<file path="src/rtl/button_event_decoder.sv">
// Classifies debounced button presses into short/long one-cycle pulses, with
// optional auto-repeat while long-held (enabled by defining AUTO_REPEAT_EN).
module button_event_decoder #(
  parameter int LONG_CYCLES   = 100,
  parameter int REPEAT_CYCLES = 20,
  parameter int CNT_W         = 8
) (
  input  logic clk,
  input  logic rst,
  input  logic btn_level,
  output logic short_pulse,
  output logic long_pulse,
  output logic repeat_pulse,
  output logic held
);

  localparam int CNT_MAX = (1 << CNT_W) - 1;

  // Bad parameter sets are rejected at elaboration rather than silently wrapping.
  if (LONG_CYCLES < 2) begin : g_bad_long
    $error("button_event_decoder: LONG_CYCLES must be >= 2");
  end
  if (REPEAT_CYCLES < 1) begin : g_bad_repeat
    $error("button_event_decoder: REPEAT_CYCLES must be >= 1");
  end
  if ((LONG_CYCLES - 1 > CNT_MAX) || (REPEAT_CYCLES - 1 > CNT_MAX)) begin : g_bad_width
    $error("button_event_decoder: CNT_W too small for LONG_CYCLES/REPEAT_CYCLES");
  end

  localparam logic [CNT_W-1:0] CNT_ONE   = CNT_W'(1);
  localparam logic [CNT_W-1:0] LONG_LAST = CNT_W'(LONG_CYCLES - 1);

  typedef enum logic [1:0] {
    IDLE,
    PRESSED,
    LONG_HELD
  } state_t;

  state_t           state_reg, state_next;
  logic [CNT_W-1:0] cnt_reg, cnt_next;
  logic             btn_q;
  logic             rise;
  logic             short_next, long_next, repeat_next, held_next;

  assign rise = btn_level & ~btn_q;

  always_ff @(posedge clk or posedge rst) begin
    if (rst) begin
      state_reg   <= IDLE;
      cnt_reg     <= '0;
      // Starting "high" means a button already down at reset release is ignored.
      btn_q       <= 1'b1;
      short_pulse <= 1'b0;
      long_pulse  <= 1'b0;
      held        <= 1'b0;
    end else begin
      state_reg   <= state_next;
      cnt_reg     <= cnt_next;
      btn_q       <= btn_level;
      short_pulse <= short_next;
      long_pulse  <= long_next;
      held        <= held_next;
    end
  end

`ifdef AUTO_REPEAT_EN
  localparam logic [CNT_W-1:0] REPEAT_LAST = CNT_W'(REPEAT_CYCLES - 1);

  always_ff @(posedge clk or posedge rst) begin
    if (rst) begin
      repeat_pulse <= 1'b0;
    end else begin
      repeat_pulse <= repeat_next;
    end
  end
`else
  assign repeat_pulse = 1'b0;
`endif

  always_comb begin
    state_next  = state_reg;
    cnt_next    = cnt_reg;
    short_next  = 1'b0;
    long_next   = 1'b0;
    repeat_next = 1'b0;
    case (state_reg)
      IDLE: begin
        if (rise) begin
          state_next = PRESSED;
          cnt_next   = CNT_ONE;
        end
      end
      PRESSED: begin
        if (!btn_level) begin
          short_next = 1'b1;
          state_next = IDLE;
          cnt_next   = '0;
        end else if (cnt_reg == LONG_LAST) begin
          long_next  = 1'b1;
          state_next = LONG_HELD;
          cnt_next   = '0;
        end else begin
          cnt_next = cnt_reg + CNT_ONE;
        end
      end
      LONG_HELD: begin
        if (!btn_level) begin
          state_next = IDLE;
          cnt_next   = '0;
        end else begin
`ifdef AUTO_REPEAT_EN
          // cnt restarts at 0 on the long pulse, so the first repeat lands
          // REPEAT_CYCLES samples after it.
          if (cnt_reg == REPEAT_LAST) begin
            repeat_next = 1'b1;
            cnt_next    = '0;
          end else begin
            cnt_next = cnt_reg + CNT_ONE;
          end
`endif
        end
      end
      default: begin
        state_next = IDLE;
        cnt_next   = '0;
      end
    endcase
    held_next = (state_next != IDLE);
  end

endmodule

</file>
<file path="config.mk">
export PLATFORM = sky130hd
export DESIGN_NAME = button_event_decoder
export DESIGN_NICKNAME = d
export VERILOG_FILES = /design/src/rtl/button_event_decoder.sv
export SDC_FILE = /design/constraint.sdc
export NUM_CORES = 1
export LEC_CHECK = 0
export ABC_AREA = 1
export CORE_MARGIN = 1.5
export CORE_UTILIZATION = 45
export CTS_CLUSTER_SIZE = 25
export DETAILED_ROUTE_END_ITERATION = 16
export PLACE_DENSITY = 0.65
export SLEW_MARGIN = 20
export SYNTH_ARGS = -nofsm -noshare
export SYNTH_HDL_FRONTEND = slang
export SYNTH_SLANG_ARGS = --single-unit
</file>
<file path="constraint.sdc">
create_clock -name clk -period 1.4 [get_ports clk]
set_input_delay 0.28 -clock clk [delete_from_list [all_inputs] [get_ports clk]]
set_output_delay 0.28 -clock clk [all_outputs]
set_load 0.02 [all_outputs]
</file>
==> flow_summary.yaml <==
outcome:
  status: "finished, final reports clean"
sta:
  finalCritPeriodShare_pct: 91.37
  setup_viol: 0
  final_max_slew_viol_count: 0
  rsz0062_at_grt: "yes"
  worst_clock_skew_ns: 0.007172
  hold_viol: 0
  setup_tns_ns: 0
  finalCriticalPeriod_ns: 1.279
  hold_slack_ns: 0.2834
  maxClockFrequency_mhz: 781.8
placement:
  place.detailed.hpwl_mm: 1.042
  gpl.final_weighted_congestion: 0.9765
  placedInstanceArea_um2: 827.0
  placed_cells: 117
  port_buffers: 5
clock_network:
  cts_buffer_depth: 2
  h-tree-depth: 1
  root_buffer: "sky130_fd_sc_hd__clkbuf_4"
  clock_latency_ns: 0.28
  cts.sink_count: 14
  cts.clk_slew.worst_paths_ns: 0.09
  tritoncts: "built"
  tritoncts_buffer_count: 3
global_routing:
  initial_antenna_violation_count: 0
  grt_util_all_layers_pct: 18.19
  grt_pass1_wl_mm: 2.470
  grt_overflow_total: 0
  number_of_global_route_vias_before_repair: 593
  largest_net_degree_at_the_start_of_global_routing: 15
synth:
  synthesis.instances: 91
  average_instance_area_after_synthesis_um2: 7.906
  synthesis.nets: 95
  post_synth_instance_area_um2: 719.4
  synth_sequential_area_ratio_pct: 48.87
  ys.warnings.count: 0
  synthDistinctLibCells: 21
  ys_ff_latch: 14
floorplan:
  placeable_core_area_um2: 1506
  ios: 7
  die_h_um: 42.99
  fp.dieArea_um2: 1848
  start_util_pct: 47.76
  die-width_um: 42.99
  num_rows: 14
power:
  max-vdd-ir-drop_uv: 436.9
  power_density_nw_per_um2: 1005
  power.leakage_uw: 0.0004513
  finalPower_uw: 876.1
drt:
  route.detailed.drc: 0
  dr_vias: 616
  route.detailed.wl_per_inst_um: 11.36
  wirelength_mm: 1.386
  viasPerCell: 5.049
  first_pass_iters: 3
  detail_route.iter0.violations: 8
  antenna_violating_nets_post_route: 0
worst_setup_path:
  critPathArrivalTime_ns: 1.48
  critical_path_peak_fanout: 4
  depth_of_the_worst_register_to_register_path: 7
  timing.setup.critical_path_class: "flop to flop"
  rrSetupSlack_ns: 0.12
  cp-end-kind: "flop"
  critPathRequiredTime_ns: 1.60
  critPathLaunchType: "flop"
finish:
  largest_reg_flops: 8
  most_used_cells_in_the_layout_excluding_fill_and_tap_cells: "17 x sky130_fd_sc_hd__nand2_1, 15 x sky130_fd_sc_hd__inv_1, 15 x sky130_fd_sc_hd__nor2_1, 13 x sky130_fd_sc_hd__dfrtp_1, 7 x sky130_fd_sc_hd__buf_4"
  flow.area_growth_from_synthesis_pct: 21.22
  stdcell_count: 122
  layout.nets: 111
  most_common_library_cell_in_the_layout_ignoring_fill_and_taps: "sky130_fd_sc_hd__nand2_1"
  layout_cells_sized_above_1_pct: 20.75
  seqCellArea_um2: 351.6
  final_area_um2: 872.1
  multi_input_comb_area_um2: 305.3
  antenna_cells_inserted: 0
  fillCellCount: 154
min_path:
  hp-class: "input port to async pin"
run:
  cap_violations: 0
power by group:
group	internal [uW]	switching, uW	total, uW
logic	52.6	82.3	135
registers	429	16.7	445
clock network	158	138	296
cell families after synthesis:
kind of cell,count (synthesis),share of synthesized area (%)
fa+ha+maj,1,1.739
compound gates,7,5.218
buf+inv,17,9.391
simple gates,50,33.04
xor+xnor,1,1.218
flops,14,48.87
other cells,1,0.5212
worst max-delay path, stage by stage, from the launching register on:
cell	delay, ns
sky130_fd_sc_hd__dfrtp_1	0.39
sky130_fd_sc_hd__ha_2	0.21
sky130_fd_sc_hd__nand2_1	0.07
sky130_fd_sc_hd__nor2_2	0.14
sky130_fd_sc_hd__inv_1	0.06
sky130_fd_sc_hd__o21ai_1	0.14
sky130_fd_sc_hd__nand2_1	0.06
sky130_fd_sc_hd__a21oi_1	0.13
per-stage QoR:
stage	setup slack, ns	utilization [%]
final	0.1208	57.89
after global routing	-0.01939	57.89
after CTS	0.07935	57.06
after detailed placement	-0.1585	54.90
after global placement	-0.1437	54.90
after floorplan	0.2611	-
synthesized netlist by cell type (all sizes together):
| cell type | count | area, um2 |
|---|---|---|
| inv | 16 | 60.05 |
| nor2 | 17 | 71.32 |
| nand3 | 5 | 30.03 |
| o21ai | 4 | 20.02 |
| a21boi | 1 | 7.510 |
| a21oi | 2 | 10.01 |
| nand2 | 22 | 100.1 |
| nand4 | 5 | 31.28 |
| dfstp | 1 | 26.28 |
| xor2 | 1 | 8.760 |
| dfrtp | 13 | 325.3 |
| conb | 1 | 3.750 |
| nor3 | 1 | 5.000 |
| buf | 1 | 7.510 |
| ha | 1 | 12.51 |
area by class of cell:
cell class              instances  share of cell area [%]
flip-flops and latches         14                   40.32
multi-input cells              60                   35.01
repair buffers                 12                   11.33
inverters                      16                   6.887
clock buffers                   4                   4.161
well taps                      16                   2.296
metal layers:
metal | up-vias | part of all wire [%] | global-route usage [%]
met1 | 291 | 48 | 24.52
met3 | 5 | 2.1 | 2.553
met4 | 0 | 2.3 | 10.30
li1 | 311 | - | -
met2 | 9 | 47 | 27.88
met5 | - | 0 | 0
worst paths after layout:
kind | endpoint | start
worst max-delay path | cnt_reg[4] | cnt_reg[0]
min in group clk | cnt_reg[6] | cnt_reg[6]
worst max register to register | cnt_reg[4] | cnt_reg[0]
max in group asynchronous | btn_q | rst
worst min register to register | cnt_reg[6] | cnt_reg[6]
worst min-delay path | state_reg[1] | rst
what timing repair did:
action,CTS,global route
hold endpoints to repair,0,0
gates resized for setup,3,2
setup buffers,0,1
endpoints found under the setup margin,3,5
hold buffers,0,0
pin swaps,0,1
No activity file was read; power rests on OpenSTA's default activity.
